$ cat src/rtl/keypad_pkg.sv
// Shared definitions for the 4x4 keypad emulator and the keypad input unit:
// key-code field layout, emulator FSM states and the idle row pattern.
package keypad_pkg;

  // Key code layout: code[3:2] = row index, code[1:0] = column index
  localparam int ROW_MSB = 3;
  localparam int ROW_LSB = 2;
  localparam int COL_MSB = 1;
  localparam int COL_LSB = 0;

  // Row lines are active-low; nothing pressed means all ones
  localparam logic [3:0] ROW_IDLE = 4'b1111;

  typedef enum logic [2:0] {
    ST_IDLE       = 3'd0,
    ST_BOUNCE_IN  = 3'd1,
    ST_HOLD       = 3'd2,
    ST_BOUNCE_OUT = 3'd3,
    ST_GAP        = 3'd4
  } kp_state_e;

  // Down-counter load value for a phase of 'cycles' cycles; a zero-length
  // phase is stretched to one cycle so the FSM always makes progress.
  function automatic logic [31:0] phase_load(input int cycles);
    if (cycles <= 0) begin
      return 32'd0;
    end else begin
      return 32'(cycles - 1);
    end
  endfunction

endpackage

$ cat src/rtl/key_fifo.sv
// Synchronous key-code FIFO with occupancy count. A push is refused while
// full (judged on the pre-pop count); a pop is ignored while empty.
module key_fifo
  import keypad_pkg::*;
#(
  parameter  int DEPTH = 8,
  parameter  int WIDTH = 4,
  localparam int AW    = $clog2(DEPTH)
) (
  input  logic             clock,
  input  logic             clear,
  input  logic             i_push,
  input  logic [WIDTH-1:0] i_wdata,
  input  logic             i_pop,
  output logic [WIDTH-1:0] o_rdata,
  output logic [AW:0]      o_count,
  output logic             o_full,
  output logic             o_empty
);

  localparam logic [AW:0] FULL_CNT = (AW + 1)'(DEPTH);

  logic [WIDTH-1:0] r_mem [DEPTH];
  logic [AW-1:0]    r_wr_ptr;
  logic [AW-1:0]    r_rd_ptr;
  logic [AW:0]      r_count;
  logic             w_push;
  logic             w_pop;

  assign o_full  = (r_count == FULL_CNT);
  assign o_empty = (r_count == '0);
  assign w_push  = i_push && !o_full;
  assign w_pop   = i_pop && !o_empty;
  assign o_rdata = r_mem[r_rd_ptr];
  assign o_count = r_count;

  // Storage array: written on accepted pushes only, contents need no reset
  always_ff @(posedge clock) begin
    if (w_push) begin
      r_mem[r_wr_ptr] <= i_wdata;
    end
  end

  // Pointers wrap naturally (power-of-two depth); count tracks push minus pop
  always_ff @(posedge clock or negedge clear) begin
    if (!clear) begin
      r_wr_ptr <= '0;
      r_rd_ptr <= '0;
      r_count  <= '0;
    end else begin
      if (w_push) begin
        r_wr_ptr <= r_wr_ptr + AW'(1);
      end
      if (w_pop) begin
        r_rd_ptr <= r_rd_ptr + AW'(1);
      end
      case ({w_push, w_pop})
        2'b10:   r_count <= r_count + (AW + 1)'(1);
        2'b01:   r_count <= r_count - (AW + 1)'(1);
        default: r_count <= r_count;
      endcase
    end
  end

endmodule

$ cat src/rtl/keypad_emulator.sv
// 4x4 matrix-keypad responder: replays queued key codes as timed presses
// (optionally with contact chatter) by pulling the addressed row low while
// the scanner strobes that key's column.
module keypad_emulator
  import keypad_pkg::*;
#(
  parameter int FIFO_DEPTH    = 8,
  parameter int PRESS_CYCLES  = 5000000,
  parameter int GAP_CYCLES    = 2500000,
  parameter int BOUNCE_CYCLES = 0,
  parameter int BOUNCE_TOGGLE = 16
) (
  input  logic                          clock,
  input  logic                          clear,
  input  logic                          key_valid,
  input  logic [3:0]                    key_code,
  output logic                          key_ready,
  input  logic [3:0]                    col,
  output logic [3:0]                    row,
  output logic                          key_active,
  output logic                          press_done,
  output logic [$clog2(FIFO_DEPTH):0]   fifo_count
);

  localparam logic [31:0] PRESS_LOAD  = phase_load(PRESS_CYCLES);
  localparam logic [31:0] GAP_LOAD    = phase_load(GAP_CYCLES);
  localparam logic [31:0] BOUNCE_LOAD = phase_load(BOUNCE_CYCLES);
  localparam logic [31:0] TOG_LOAD    = phase_load(BOUNCE_TOGGLE);
  localparam bit          HAS_BOUNCE  = (BOUNCE_CYCLES > 0);

  kp_state_e   r_state;
  logic [31:0] r_cnt;
  logic [31:0] r_tog;
  logic        r_contact;
  logic [1:0]  r_cur_row;
  logic [1:0]  r_cur_col;
  logic        r_key_active;
  logic        r_press_done;

  logic        w_full;
  logic        w_empty;
  logic        w_pop;
  logic [3:0]  w_code;
  logic [31:0] w_tog_next;
  logic        w_contact_bounce;
  logic [3:0]  w_row;

  // The FSM only pops while idle, and only when there is something to pop
  assign w_pop = (r_state == ST_IDLE) && !w_empty;

  key_fifo #(
    .DEPTH (FIFO_DEPTH),
    .WIDTH (4)
  ) u_fifo (
    .clock   (clock),
    .clear   (clear),
    .i_push  (key_valid),
    .i_wdata (key_code),
    .i_pop   (w_pop),
    .o_rdata (w_code),
    .o_count (fifo_count),
    .o_full  (w_full),
    .o_empty (w_empty)
  );

  assign key_ready  = !w_full;
  assign key_active = r_key_active;
  assign press_done = r_press_done;
  assign row        = w_row;

  // Chatter generator: contact flips each time the toggle counter expires
  always_comb begin
    w_tog_next       = r_tog - 32'd1;
    w_contact_bounce = r_contact;
    if (r_tog == 32'd0) begin
      w_tog_next       = TOG_LOAD;
      w_contact_bounce = ~r_contact;
    end else begin
      w_tog_next       = r_tog - 32'd1;
      w_contact_bounce = r_contact;
    end
  end

  // Row drive: zero-latency response to the column strobe of the current key
  always_comb begin
    w_row = ROW_IDLE;
    if (r_contact && (col[r_cur_col] == 1'b0)) begin
      w_row[r_cur_row] = 1'b0;
    end else begin
      w_row = ROW_IDLE;
    end
  end

  // Press sequencer: one shared down-counter times every phase
  always_ff @(posedge clock or negedge clear) begin
    if (!clear) begin
      r_state      <= ST_IDLE;
      r_cnt        <= 32'd0;
      r_tog        <= 32'd0;
      r_contact    <= 1'b0;
      r_cur_row    <= 2'd0;
      r_cur_col    <= 2'd0;
      r_key_active <= 1'b0;
      r_press_done <= 1'b0;
    end else begin
      r_press_done <= 1'b0;
      case (r_state)
        ST_IDLE: begin
          if (!w_empty) begin
            r_cur_row    <= w_code[ROW_MSB:ROW_LSB];
            r_cur_col    <= w_code[COL_MSB:COL_LSB];
            r_contact    <= 1'b1;
            r_key_active <= 1'b1;
            r_tog        <= TOG_LOAD;
            if (HAS_BOUNCE) begin
              r_state <= ST_BOUNCE_IN;
              r_cnt   <= BOUNCE_LOAD;
            end else begin
              r_state <= ST_HOLD;
              r_cnt   <= PRESS_LOAD;
            end
          end
        end
        ST_BOUNCE_IN: begin
          if (r_cnt == 32'd0) begin
            r_state   <= ST_HOLD;
            r_cnt     <= PRESS_LOAD;
            r_contact <= 1'b1;
          end else begin
            r_cnt     <= r_cnt - 32'd1;
            r_tog     <= w_tog_next;
            r_contact <= w_contact_bounce;
          end
        end
        ST_HOLD: begin
          if (r_cnt == 32'd0) begin
            r_contact <= 1'b0;
            r_tog     <= TOG_LOAD;
            if (HAS_BOUNCE) begin
              r_state <= ST_BOUNCE_OUT;
              r_cnt   <= BOUNCE_LOAD;
            end else begin
              r_state      <= ST_GAP;
              r_cnt        <= GAP_LOAD;
              r_key_active <= 1'b0;
            end
          end else begin
            r_cnt <= r_cnt - 32'd1;
          end
        end
        ST_BOUNCE_OUT: begin
          if (r_cnt == 32'd0) begin
            r_state      <= ST_GAP;
            r_cnt        <= GAP_LOAD;
            r_contact    <= 1'b0;
            r_key_active <= 1'b0;
          end else begin
            r_cnt     <= r_cnt - 32'd1;
            r_tog     <= w_tog_next;
            r_contact <= w_contact_bounce;
          end
        end
        ST_GAP: begin
          if (r_cnt == 32'd0) begin
            r_state      <= ST_IDLE;
            r_press_done <= 1'b1;
          end else begin
            r_cnt <= r_cnt - 32'd1;
          end
        end
        default: begin
          r_state      <= ST_IDLE;
          r_cnt        <= 32'd0;
          r_contact    <= 1'b0;
          r_key_active <= 1'b0;
        end
      endcase
    end
  end

endmodule
$ cat config.mk
export PLATFORM = sky130hd
export DESIGN_NAME = keypad_emulator
export DESIGN_NICKNAME = d
export VERILOG_FILES = /design/src/rtl/keypad_pkg.sv /design/src/rtl/key_fifo.sv /design/src/rtl/keypad_emulator.sv
export SDC_FILE = /design/constraint.sdc
export NUM_CORES = 1
export LEC_CHECK = 0
export ABC_AREA = 1
export ABC_CLOCK_PERIOD_IN_PS = 2800
export CAP_MARGIN = 25
export CORE_MARGIN = 2
export CORE_UTILIZATION = 35
export CTS_CLUSTER_DIAMETER = 50
export DETAILED_ROUTE_END_ITERATION = 8
export GPL_TIMING_DRIVEN = 0
export SYNTH_ARGS = -nofsm -noshare
export SYNTH_HDL_FRONTEND = slang
export SYNTH_HIERARCHICAL = 1
export SYNTH_SLANG_ARGS = --single-unit
export TNS_END_PERCENT = 100
$ cat constraint.sdc
create_clock -name clock -period 2.8 [get_ports clock]
set_input_delay 0.56 -clock clock [delete_from_list [all_inputs] [get_ports clock]]
set_output_delay 0.56 -clock clock [all_outputs]
set_load 0.01 [all_outputs]
## Yosys cells after proc, flatten, opt, wreduce, memory -nomap -nowiden

Memory sizes are Yosys's and may differ from the RTL's. A register that Yosys moved wholly into a read port is not among the register bits.
Index checks and enable logic that the tools add are counted.

| operators by class | value |
|---|---|
| bitwise logic cells | 6 |
| order comparisons | 3 |
| muxes and demuxes | 32 |
| $add $sub $neg | 6 |
| equal/unequal tests | 14 |
| reductions and logical operators | 23 |

Operators by type and width:

| kind | count |
|---|---|
| 32-bit two-way mux | 8 |
| 32-bit one-hot mux with 4 select lines | 1 |
| 32-bit one-hot mux with 3 select lines | 1 |
| 32-bit logical NOT | 2 |
| 32-bit by 1-bit subtractor with 32-bit output, second input constant | 2 |
| 3-bit two-way mux | 4 |
| 2-bit inequality test, second input constant | 6 |
| 3-bit one-hot mux with 4 select lines | 1 |
| 1-bit two-way mux | 11 |
| 4-bit one-hot mux with 2 select lines | 1 |
| 4-bit AND reduction | 2 |
| 3-bit by 1-bit adder with 3-bit output, second input constant | 2 |
| 3-bit by 2-bit equality test with 1-bit output, second input constant | 2 |
| 2-bit by 3-bit < comparator with 1-bit output, second input constant | 2 |
| 3-bit AND reduction | 2 |
| 2-bit OR reduction | 3 |
| 1-bit logical AND | 5 |
| 1-bit NOT | 5 |
| 1-bit one-hot mux with 5 select lines | 1 |
| 4-bit by 1-bit adder with 4-bit output, second input constant | 1 |
| 4-bit equality test, second input constant | 1 |
| 4-bit logical NOT | 1 |
| 4-bit two-way mux | 1 |
| 4-bit NOT | 1 |
| other kinds (15) | 18 |

| storage, ports and cells | value |
|---|---|
| register bits | 80 |
| output and inout port bits | 11 |
| logic and storage cells | 94 |
| memories kept | 1 |
| input port bits | 11 |
| memory bits (writable) | 32 |

Memories:

| memory | words | bits a word | read ports | clocked after memory_dff | write ports | RTL line | text |
|---|---|---|---|---|---|---|---|
| u_fifo.r_mem | 8 | 4 | 1 | 1 | 1 | key_fifo.sv:23 | `logic [WIDTH-1:0] r_mem [DEPTH];` |

## Logic depth before layout (Yosys ltp)

Gate-level depths: netlist of run 1.

| depth | value |
|---|---|
| depth after elaboration | 6 |
| gate-level depth with buffers | 14 |
| depth with buffers taken out | 14 |

## Modules after synthesis

The synthesis of run 1 kept the hierarchy.

Modules (own cells, without submodules):

| module | area each (sq um) | instances | cells an instance | sequential area each (sq um) |
|---|---|---|---|---|
| keypad_emulator | 2815.2 | 1 | 428 | 1026.0 |
| key_fifo | 1999.4 | 1 | 190 | 1211.2 |

## Least setup slack after synthesis of run 1

Ideal clock, no wire load.

| timing | value |
|---|---|
| path kind | register to register |
| from | register u_fifo.r_count[3], in the netlist u_fifo/o_count[3] |
| to | register u_fifo.r_count[3], in the netlist u_fifo/o_count[3] |
| arrival time | 2.243 ns |
| setup time | 0.117 ns |
| path buffers | 0 |
| path slack | 0.439 ns |
| clock period less this slack | 2.361 ns |
| stages on the path, launching flop included | 14 |
| data required time | 2.683 ns |
| cells stage by stage | dfrtp_1 inv_1 nand3_2 inv_1 nor2_1 nand2_2 inv_2 ha_1 ha_1 or2_2 nand2_1 nand2_1 nand3_1 nand2_1 |

| between the ends | value |
|---|---|
| word-level cells in the longest chain between the ends | 6 |
| elaborated cells between the ends (all ways) | 13 |
| classes of those cells | add/sub (2); eq/ne (3); mux (1); reduce/logical (7) |

RTL lines:

| what | RTL line | text |
|---|---|---|
| start: declaration | key_fifo.sv:26 | `logic [AW:0] r_count;` |
| start signal: assignment | key_fifo.sv:58 | `2'b10: r_count <= r_count + (AW + 1)'(1);` |
| start signal: assignment | key_fifo.sv:59 | `2'b01: r_count <= r_count - (AW + 1)'(1);` |
| start signal: assignment | key_fifo.sv:60 | `default: r_count <= r_count;` |
| 4-bit logical NOT * | key_fifo.sv:31 | `assign o_empty = (r_count == '0);` |
| named net w_empty | keypad_emulator.sv:41 | `logic w_empty;` |
| 1-bit logical NOT * | keypad_emulator.sv:49 | `assign w_pop = (r_state == ST_IDLE) && !w_empty;` |
| 1-bit logical AND * | keypad_emulator.sv:49 |  |
| named net w_pop | keypad_emulator.sv:42 | `logic w_pop;` |
| 1-bit logical AND * | key_fifo.sv:33 | `assign w_pop = i_pop && !o_empty;` |
| named net u_fifo.w_pop | key_fifo.sv:28 | `logic w_pop;` |
| 2-bit by 1-bit equality test with 1-bit output or 2-bit equality test (tied branches) | key_fifo.sv:57 | `case ({w_push, w_pop})` |
| 4-bit one-hot mux with 2 select lines or 2-bit nonzero test (tied branches) | - |  |

The timed path passes the listed nets; every way through them passes the cells marked *.
A chain may end at the register's enable or synchronous reset.

## Worst setup path in the final report of run 1

| timing | value |
|---|---|
| from | input col[0] |
| to | output row[2] |

| between the ends | value |
|---|---|
| word-level cells in the longest chain between the ends | 5 |

RTL lines:

| what | RTL line | text |
|---|---|---|
| start: declaration | keypad_emulator.sv:18 | `input logic [3:0] col,` |
| 1-bit binary-select mux with 2-bit select | keypad_emulator.sv:87 | `if (r_contact && (col[r_cur_col] == 1'b0)) begin` |
| 1-bit two-way mux (not written as such) | keypad_emulator.sv:87 |  |
| 1-bit NOT | keypad_emulator.sv:87 |  |
| 1-bit logical AND | keypad_emulator.sv:87 |  |
| 4-bit two-way mux | keypad_emulator.sv:87 |  |
| end: declaration | keypad_emulator.sv:19 | `output logic [3:0] row,` |

No other way between the ends. The select of a mux whose other input is x is not followed.

==> results of run 1 <==
-- power groups by stage --
stage	combinational (mW)	clock (mW)	sequential [mW]
global route	2.18	1.32	1.87
detailed placement	1.90	0	1.85
global placement	1.85	0	1.83
floorplan	1.41	0	1.79
finish	1.90	1.25	1.82
CTS	1.91	1.28	1.82
-- how the worst max path moves through the flow --
stage | from | endpoint | depth (start not counted)
final | col[0] | row[2] | 6
after global routing | u_fifo/o_count[3] | u_fifo/o_count[3] | 13
after CTS | col[0] | row[2] | 6
after detailed placement | col[0] | row[2] | 6
after global placement | clear | u_fifo/r_wr_ptr[1] | 1
after floorplan | u_fifo/o_count[3] | u_fifo/o_count[3] | 13
-- stage by stage --
| step | setup slack (ps) | TNS (ps) | hold slack (ps) |
|---|---|---|---|
| after global placement | -493.0 | -25030 | 461.9 |
| final | 127.0 | 0 | 205.4 |
| after global routing | 8.456 | 0 | 257.3 |
| after floorplan | 439.4 | 0 | 264.4 |
| after CTS | 1.973 | 0 | 226.0 |
| after detailed placement | 20.69 | 0 | 467.0 |
-- per-layer routing --
layer,share of wire (%),vias up,GRT usage [%]
li1,-,2033,-
met1,46,1914,19.85
met2,49,67,27.63
met3,3.3,16,4.511
met4,1.6,0,5.747
met5,0,-,0
-- worst register-to-register path: stages (launching register included) --
cell and delay (ps):
dfrtp_1 480, inv_1 80, nand3_2 110, inv_1 70, nor2_2 310, nand2_2 150, inv_2 100, ha_1 280
ha_1 330, or2_2 290, nand2_1 70, nand2_1 50, nand3_1 80, nand2_1 50
-- flip-flops by register name (all words and copies together), names as in the netlist --
| name | flops |
|---|---|
| r_state | 2 |
| key_active | 1 |
| u_fifo/o_count | 4 |
| press_done | 1 |
| r_cur_row | 2 |
| r_cnt | 32 |
| r_contact | 1 |
| u_fifo/r_wr_ptr | 3 |
| r_cur_col | 2 |
| u_fifo/r_rd_ptr | 3 |
| u_fifo/r_mem | 32 |
-- cells in the mapped netlist (all sizes together) --
cell / count
o22ai: 1
nand4: 10
dfrtp: 51
o21ai: 38
or2: 2
nor2: 103
o311ai: 1
clkinv: 1
xnor2: 5
edfxtp: 32
nand3b: 2
o2111ai: 4
o211ai: 1
inv: 64
nand2: 224
ha: 7
fa: 1
buf: 9
nor3: 2
a21oi: 6
xor2: 14
nand3: 38
o21a: 1
clkbuf: 1
-- cells by family (layout without fill, tap and decap cells) --
| kind of cell | count (synthesis) | in the layout | share of synthesized area, % |
|---|---|---|---|
| simple gates | 381 | 381 | 34.30 |
| flops | 83 | 83 | 46.47 |
| buf+inv | 75 | 113 | 7.380 |
| compound gates | 52 | 52 | 6.159 |
| xor+xnor | 19 | 19 | 3.456 |
| fa+ha+maj | 8 | 8 | 2.235 |
-- area by class of cell --
class	count	share of cell area, %
Tap cell	176	3.955
Multi-Input combinational cell	460	39.95
Inverter	65	4.607
Clock buffer	9	4.045
Sequential cell	83	40.18
Clock inverter	7	1.438
Buffer	10	1.775
Timing Repair Buffer	22	4.045
==> flow_summary.toml, run 1 <==
[sta]
maxSlewViolCount = 0
post-route-period-util_pct = 95.46
slew_headroom_pct = 60.59
rsz0062_at_grt = "false"
layout_min_cycle_time_ps = 2673
setup_viol = 0
hold_viol_final = 0
max_freq_mhz = 374.1
tightest_slew_ps = 591.2
clock_skew_ps = 8.420

[floorplan]
dieHeight_um = 121.3
start_util_pct = 36.07
rows = 42
core_sq_mm = 0.01335
design.die.area_sq_mm = 0.01471
ios = 22
die_w_um = 121.3

[layout]
fin_cells = 832
fillers = 1335
multi_input_area_sq_mm = 0.002225
layout_common_cells = "211 x nand2_1, 87 x nor2_1, 59 x inv_1"
seqCellArea_sq_mm = 0.002237
antenna_cells = 0
synthToLayoutAreaGrowth_pct = 15.64
fin_util_pct = 41.71
final_area_sq_mm = 0.005568
drive_gt1_share_pct = 10.37
layout_commonest_cell = "nand2_1"
final_nets = 670

[pwr]
cellPowerDensity_mw_per_mm2 = 892.9
peakVddDrop_mv = 0.5535
sequentialPowerShare_pct = 36.7
power_frac_comb_pct = 38.2
switchingPower_mw = 1.964
p_int_mw = 3.008
power.leakage_nw = 2.601
clkPwrFrac_pct = 25.1
total_power_mw = 4.972
p_sw_share_pct = 39.50

[clock_tree]
cts.htree.levels = 3
postCtsHoldBufs = 0
cts_resized = 0
worstSkewPairLatency_ps = 350
post_cts_buffers = 0
root_buffer = "clkbuf_16"
clkTransAtPathRegs_ps = 70
cts_tree = "yes"
numCtsBuffers = 9
clockBufferDepth = 2
clkSinkCount = 83

[critical_path]
cp-start-kind = "primary input"
r2r_cells = 13
worstPathRequired_ps = 2240
worstPathMaxFanout = 2
cpLargestDelayFamily = "buffers and inverters"
reg2reg_to = "u_fifo/o_count[3]"
r2r_slack_ps = 250
r2r-start = "u_fifo/o_count[3]"
cp_cell_sequence = "clkdlybuf4s50_1 -> nor2_1 -> o311ai_1 -> nor2_1 -> nand2_1 -> clkdlybuf4s50_1"
end_kind = "output pin"
cp.arrival_ps = 2110
cp_slowest_stage_delay_ps = 530
cp_slowest_cell = "clkdlybuf4s50_1"
cp_num_buf_inv = 2
crit_type = "primary input to output pin"

[routing]
via_count = 4030
wl_per_cell_um = 13.27
drc = 0
first_pass_iters = 4
via_per_inst = 4.844
final_antenna_net_count = 0
drt_iter0_drc = 276
totalWireLength_mm = 11.04

[global_route]
grt_max_degree = 29
grt_first_pass_wirelength_mm = 18.90
grt_use_total_pct = 16.30
grt_pass1_vias = 4037
antenna_found_initial = 0
grt.overflow.total = 0

[placed_design]
dp_cells = 816
hpwlAfterDp_mm = 8.190
place.gp.congestion = 0.8875
place_area_sq_mm = 0.005260
io_buffers = 21

[run_status]
status = "completed"

[run]
max_cap_viol_count = 0

[synthesis]
ys_seq_elements = 83
synth_top_area_share_pct = 26.51
syn_inst = 618
yosys.area.top_type = "dfrtp_1"
ys_warn_count = 6
synth.distinct_cells = 38
netlist_area_sq_mm = 0.004815
synth_area_leaders = "dfrtp_1 27%, edfxtp_1 20%, nand2_1 16%"
synth_fp_nets = 637
synth-seq-area-share_pct = 46.47
syn_avg_cell_area_sq_um = 7.791

[hold_path]
min_path_type = "primary input to async pin"
(Power assumes the default switching activity.)
==> run 2, diff against run 1 <==
--- a/config.mk
+++ b/config.mk
@@ -8,11 +8,13 @@
 export ABC_AREA = 1
 export ABC_CLOCK_PERIOD_IN_PS = 2800
 export CAP_MARGIN = 25
+export CORE_ASPECT_RATIO = 1.5
 export CORE_MARGIN = 2
 export CORE_UTILIZATION = 35
 export CTS_CLUSTER_DIAMETER = 50
 export DETAILED_ROUTE_END_ITERATION = 8
 export GPL_TIMING_DRIVEN = 0
+export SLEW_MARGIN = 25
 export SYNTH_ARGS = -nofsm -noshare
 export SYNTH_HDL_FRONTEND = slang
 export SYNTH_HIERARCHICAL = 1
==> run 2 against run 1 <==
Effect of this change:
- combinational power up 3%
- critical endpoint is now row[1]
- register-to-register slack better by 110 ps
- sequential power about the same
- wire length up 2.5%
- clock power down 5%
- non-clock buffer count unchanged
- count of clock-buffer cells in the layout unchanged
- global-route usage up 0.34 points
- cell area up 0.25%
- total power about the same
- largest power group unchanged
==> flow_summary.toml, run 2 (synthesis results as in run 1) <==
[run_status]
status = "completed"

[pwr]
p_sw_share_pct = 40.74
sequentialPowerShare_pct = 36.8
p_int_mw = 2.949
cellPowerDensity_mw_per_mm2 = 891.6
total_power_mw = 4.976
switchingPower_mw = 2.027
clkPwrFrac_pct = 24.0
power_frac_comb_pct = 39.2
power.leakage_nw = 2.605
peakVddDrop_mv = 0.4393

[routing]
totalWireLength_mm = 11.32
final_antenna_net_count = 0
first_pass_iters = 5
drc = 0
drt_iter0_drc = 153
via_per_inst = 4.889
via_count = 3999
wl_per_cell_um = 13.84

[sta]
setup_viol = 0
max_freq_mhz = 372.1
tns_ps = 0
hold_viol_final = 0
fin_hold_ws_ps = 88.23
tightest_slew_ps = 609.8
post-route-period-util_pct = 95.97
layout_min_cycle_time_ps = 2687
clock_skew_ps = 7.780
slew_headroom_pct = 59.35
rsz0062_at_grt = "false"
maxSlewViolCount = 0

[critical_path]
cp_slowest_cell = "clkdlybuf4s50_1"
cp_num_buf_inv = 2
worstPathMaxFanout = 2
cp_cell_sequence = "clkdlybuf4s50_1 -> nor2_1 -> o311ai_4 -> nor2_2 -> nand2_1 -> clkdlybuf4s50_1"
crit_path_frequent_cell = "clkdlybuf4s50_1"
cp_slowest_stage_delay_ps = 530
cpLargestDelayFamily = "buffers and inverters"
worstPathRequired_ps = 2240
r2r-start = "u_fifo/o_count[3]"
crit_type = "primary input to output pin"
cp-start-kind = "primary input"
startpoint = "col[0]"
cp.arrival_ps = 2130
end_kind = "output pin"

[hold_path]
min_path_type = "primary input to async pin"

[clock_tree]
cts.htree.levels = 3
worstSkewPairLatency_ps = 340
clkSinkCount = 83
clkTransAtPathRegs_ps = 70
cts_tree = "yes"
root_buffer = "clkbuf_16"
numCtsBuffers = 9
clockBufferDepth = 2

[layout]
synthToLayoutAreaGrowth_pct = 15.93
layout_commonest_cell = "nand2_1"
final_nets = 670
antenna_cells = 0
fin_util_pct = 41.44
layout_common_cells = "211 x nand2_1, 85 x nor2_1, 59 x inv_1"
fillers = 1350
drive_gt1_share_pct = 10.98

[placed_design]
io_buffers = 21
hpwlAfterDp_mm = 8.671
place.gp.congestion = 0.9497

[global_route]
grt_use_total_pct = 16.64
grt_first_pass_wirelength_mm = 19.31
grt.overflow.total = 0
grt_max_degree = 33
antenna_found_initial = 0
grt_pass1_vias = 4014

[floorplan]
design.die.area_sq_mm = 0.01473
rows = 52
core_sq_mm = 0.01347
dieHeight_um = 147.6
start_util_pct = 35.75
ios = 22
die_w_um = 99.77

[run]
max_cap_viol_count = 0
==> run 2: cell count changes in the layout (fill, tap and decap cells not counted), moves of 2 or more <==
cell and delta:
dlymetal6s2s_1 +2, inv_8 +2, clkdlybuf4s50_1 -2, nor2_1 -2
==> run 2: stage by stage <==
| step | setup WS, ps | instances | cell area [sq um] |
|---|---|---|---|
| 2_1_floorplan | 439.4 | 618 | 4815 |
| 3_3_place_gp | -519.3 | 801 | 5228 |
| 3_5_place_dp | -494.1 | 802 | 5245 |
| 4_1_cts | 11.81 | 818 | 5567 |
| 5_1_grt | 16.57 | 818 | 5582 |
| 6_report | 112.8 | 818 | 5582 |
==> run 2: final timing paths <==
path                                          end  slack (ps)  cells past startpoint
worst max-delay path                       row[1]         110                      6
worst min-delay path                    r_cnt[11]          90                      1
worst max register to register  u_fifo/o_count[3]         360                     13
worst min register to register         key_active         490                      2
max in group asynchronous               r_cnt[12]        2250                      2
min in group clock                     key_active         490                      2
==> run 2: metal layers <==
layer	up-vias	share of wire, %	global-route usage [%]
met5	-	0	0
met4	0	4.3	8.219
met3	32	3.5	3.310
met2	82	54	30.47
met1	1851	39	17.95
li1	2034	-	-
==> run 2: area by class of cell <==
cell class	instances	area (sq um)	area share, %
sequential	83	2237	40.08
inverter	65	256.5	4.595
clock inverter	7	76.32	1.367
timing repair buffer	22	232.7	4.169
tap	162	202.7	3.631
clock buffer	9	225.2	4.035
multi-input combinational	460	2252	40.35
buffer	10	98.84	1.771
==> run 2: power by group through the flow <==
stage                     clock network (mW)  registers (mW)  logic, mW
after floorplan                            0            1.79       1.41
after global placement                     0            1.84       1.89
after detailed placement                   0            1.84       1.93
after CTS                               1.22            1.83       1.97
after global routing                    1.27            1.88       2.23
final                                   1.19            1.83       1.95
==> run 2: repair_timing <==
action / in CTS / in global routing
pin swaps: 0 / 2
buffers inserted: 0 / 0
resized for setup: 4 / 6
hold buffers: 0 / 0
endpoints found under the setup margin: 5 / 5
cloned: 0 / 0
hold endpoints to repair: 0 / 0
==> run 2: worst reg2reg max path, stage by stage, from the launching register on <==
cell	delay, ps
dfrtp_1	470
inv_1	80
nand3_2	100
inv_1	80
nor2_4	240
nand2_2	130
inv_2	90
ha_1	280
ha_1	320
or2_2	280
nand2_1	70
nand2_1	40
nand3_1	70
nand2_1	60
==> run 3, diff against run 2 <==
--- a/config.mk
+++ b/config.mk
@@ -14,7 +14,7 @@
 export CTS_CLUSTER_DIAMETER = 50
 export DETAILED_ROUTE_END_ITERATION = 8
 export GPL_TIMING_DRIVEN = 0
-export SLEW_MARGIN = 25
+export SLEW_MARGIN = 20
 export SYNTH_ARGS = -nofsm -noshare
 export SYNTH_HDL_FRONTEND = slang
 export SYNTH_HIERARCHICAL = 1
==> run 3 against run 2 <==
Effect of this change:
- sequential power about the same
- cell count decreased by 0.12%
- highest routed layer unchanged
- global-route usage increased by 0.21 points
==> flow_summary.toml, run 3 (synthesis results as in run 1) <==
[run_status]
status = "completed"

[sta]
clock_skew_ps = 7.401
layout_min_cycle_time_ps = 2714
setup_viol = 0
tightest_slew_ps = 667.2
post-route-period-util_pct = 96.93
fin_hold_ws_ps = 242.9
max_freq_mhz = 368.5
rsz0062_at_grt = "false"
maxSlewViolCount = 0
hold_viol_final = 0
slew_headroom_pct = 55.52

[placed_design]
place.gp.congestion = 0.9497
hpwlAfterDp_mm = 8.629
io_buffers = 21
place_area_sq_mm = 0.005225
dp_cells = 801

[floorplan]
die_w_um = 99.77
start_util_pct = 35.75
rows = 52
core_sq_mm = 0.01347
ios = 22
design.die.area_sq_mm = 0.01473
dieHeight_um = 147.6

[layout]
seqCellArea_sq_mm = 0.002237
layout_commonest_cell = "nand2_1"
fillers = 1343
antenna_cells = 0
final_nets = 669
final_area_sq_mm = 0.005563
drive_gt1_share_pct = 10.84
synthToLayoutAreaGrowth_pct = 15.54
layout_common_cells = "211 x nand2_1, 86 x nor2_1, 59 x inv_1"
multi_input_area_sq_mm = 0.002253
fin_cells = 817

[global_route]
grt_first_pass_wirelength_mm = 19.60
grt.overflow.total = 0
antenna_found_initial = 0
grt_max_degree = 52
grt_use_total_pct = 16.85
grt_pass1_vias = 4071

[clock_tree]
root_buffer = "clkbuf_16"
clockBufferDepth = 2
cts_tree = "yes"
clkTransAtPathRegs_ps = 70
postCtsHoldBufs = 0
cts.htree.levels = 3
numCtsBuffers = 9
post_cts_buffers = 0
clkSinkCount = 83
worstSkewPairLatency_ps = 350

[pwr]
total_power_mw = 5.006
power.leakage_nw = 2.598
cellPowerDensity_mw_per_mm2 = 899.8
peakVddDrop_mv = 0.4896

[critical_path]
cp-start-kind = "primary input"
startpoint = "col[0]"
worstPathRequired_ps = 2240
worstPathMaxFanout = 2
r2r_cells = 13
cp.arrival_ps = 2150
cp_cell_sequence = "clkdlybuf4s50_1 -> nor2_1 -> o311ai_4 -> nor2_1 -> nand2_1 -> clkdlybuf4s50_1"
cp_slowest_cell = "clkdlybuf4s50_1"
r2r-start = "u_fifo/o_count[3]"
cp_slowest_stage_delay_ps = 530
crit_type = "primary input to output pin"
end_kind = "output pin"

[routing]
via_count = 3984
wl_per_cell_um = 13.95
totalWireLength_mm = 11.40
final_antenna_net_count = 0
via_per_inst = 4.876
drc = 0
drt_iter0_drc = 188
first_pass_iters = 4

[run]
max_cap_viol_count = 0

[hold_path]
min_path_type = "primary input to async pin"
==> run 3: power by group <==
part           switching [mW]  internal (mW)  leakage (nW)
logic                    1.19          0.758          1.52
clock network           0.580          0.639         0.151
registers               0.280           1.55         0.931
==> run 3: repair_timing <==
action | 4_1_cts | 5_1_grt
pin swaps | 0 | 1
setup endpoints to repair | 4 | 7
hold endpoints to repair | 0 | 0
gates resized for setup | 3 | 6
==> run 3: cell type report <==
cell class | count | area share (%)
plain buffers | 10 | 1.777
clock buffers | 9 | 4.049
clock inverters | 7 | 1.417
inverters | 65 | 4.611
multi-input cells | 460 | 40.51
flip-flops and latches | 83 | 40.22
well taps | 162 | 3.644
repair buffers | 21 | 3.779
==> run 3: stage by stage <==
| stage | util (%) | setup WS [ps] | TNS (ps) |
|---|---|---|---|
| CTS | 41.18 | 0.8329 | 0 |
| global placement | 38.81 | -519.3 | -28210 |
| floorplan | - | 439.4 | 0 |
| global route | 41.30 | 11.43 | 0 |
| finish | 41.30 | 85.95 | 0 |
| detailed placement | 38.80 | -483.5 | -1887 |
==> run 3: path summary, 6_finish.rpt <==
path | to | slack, ps
min in group clock | key_active | 490
worst max-delay path | row[1] | 90
worst min-delay path | r_cnt[11] | 240
worst max register to register | u_fifo/o_count[3] | 380
worst min register to register | key_active | 490
max in group asynchronous | r_cnt[12] | 2110
==> run 3: critical path: cells and delay by family <==
kind	cells	cell delay, ps
AND/OR/NAND/NOR	3	250
buffers and inverters	2	990
AO/OA/AOI/OAI	1	350
==> run 3: routing by layer <==
metal | wire, um | share of wire [%] | vias up | GRT usage (%)
li1 | - | - | 2028 | -
met1 | 4446 | 39 | 1833 | 18.27
met2 | 6098 | 54 | 90 | 30.81
met3 | 397 | 3.5 | 33 | 3.499
met4 | 454 | 4.0 | 0 | 8.014
met5 | 0 | 0 | - | 0
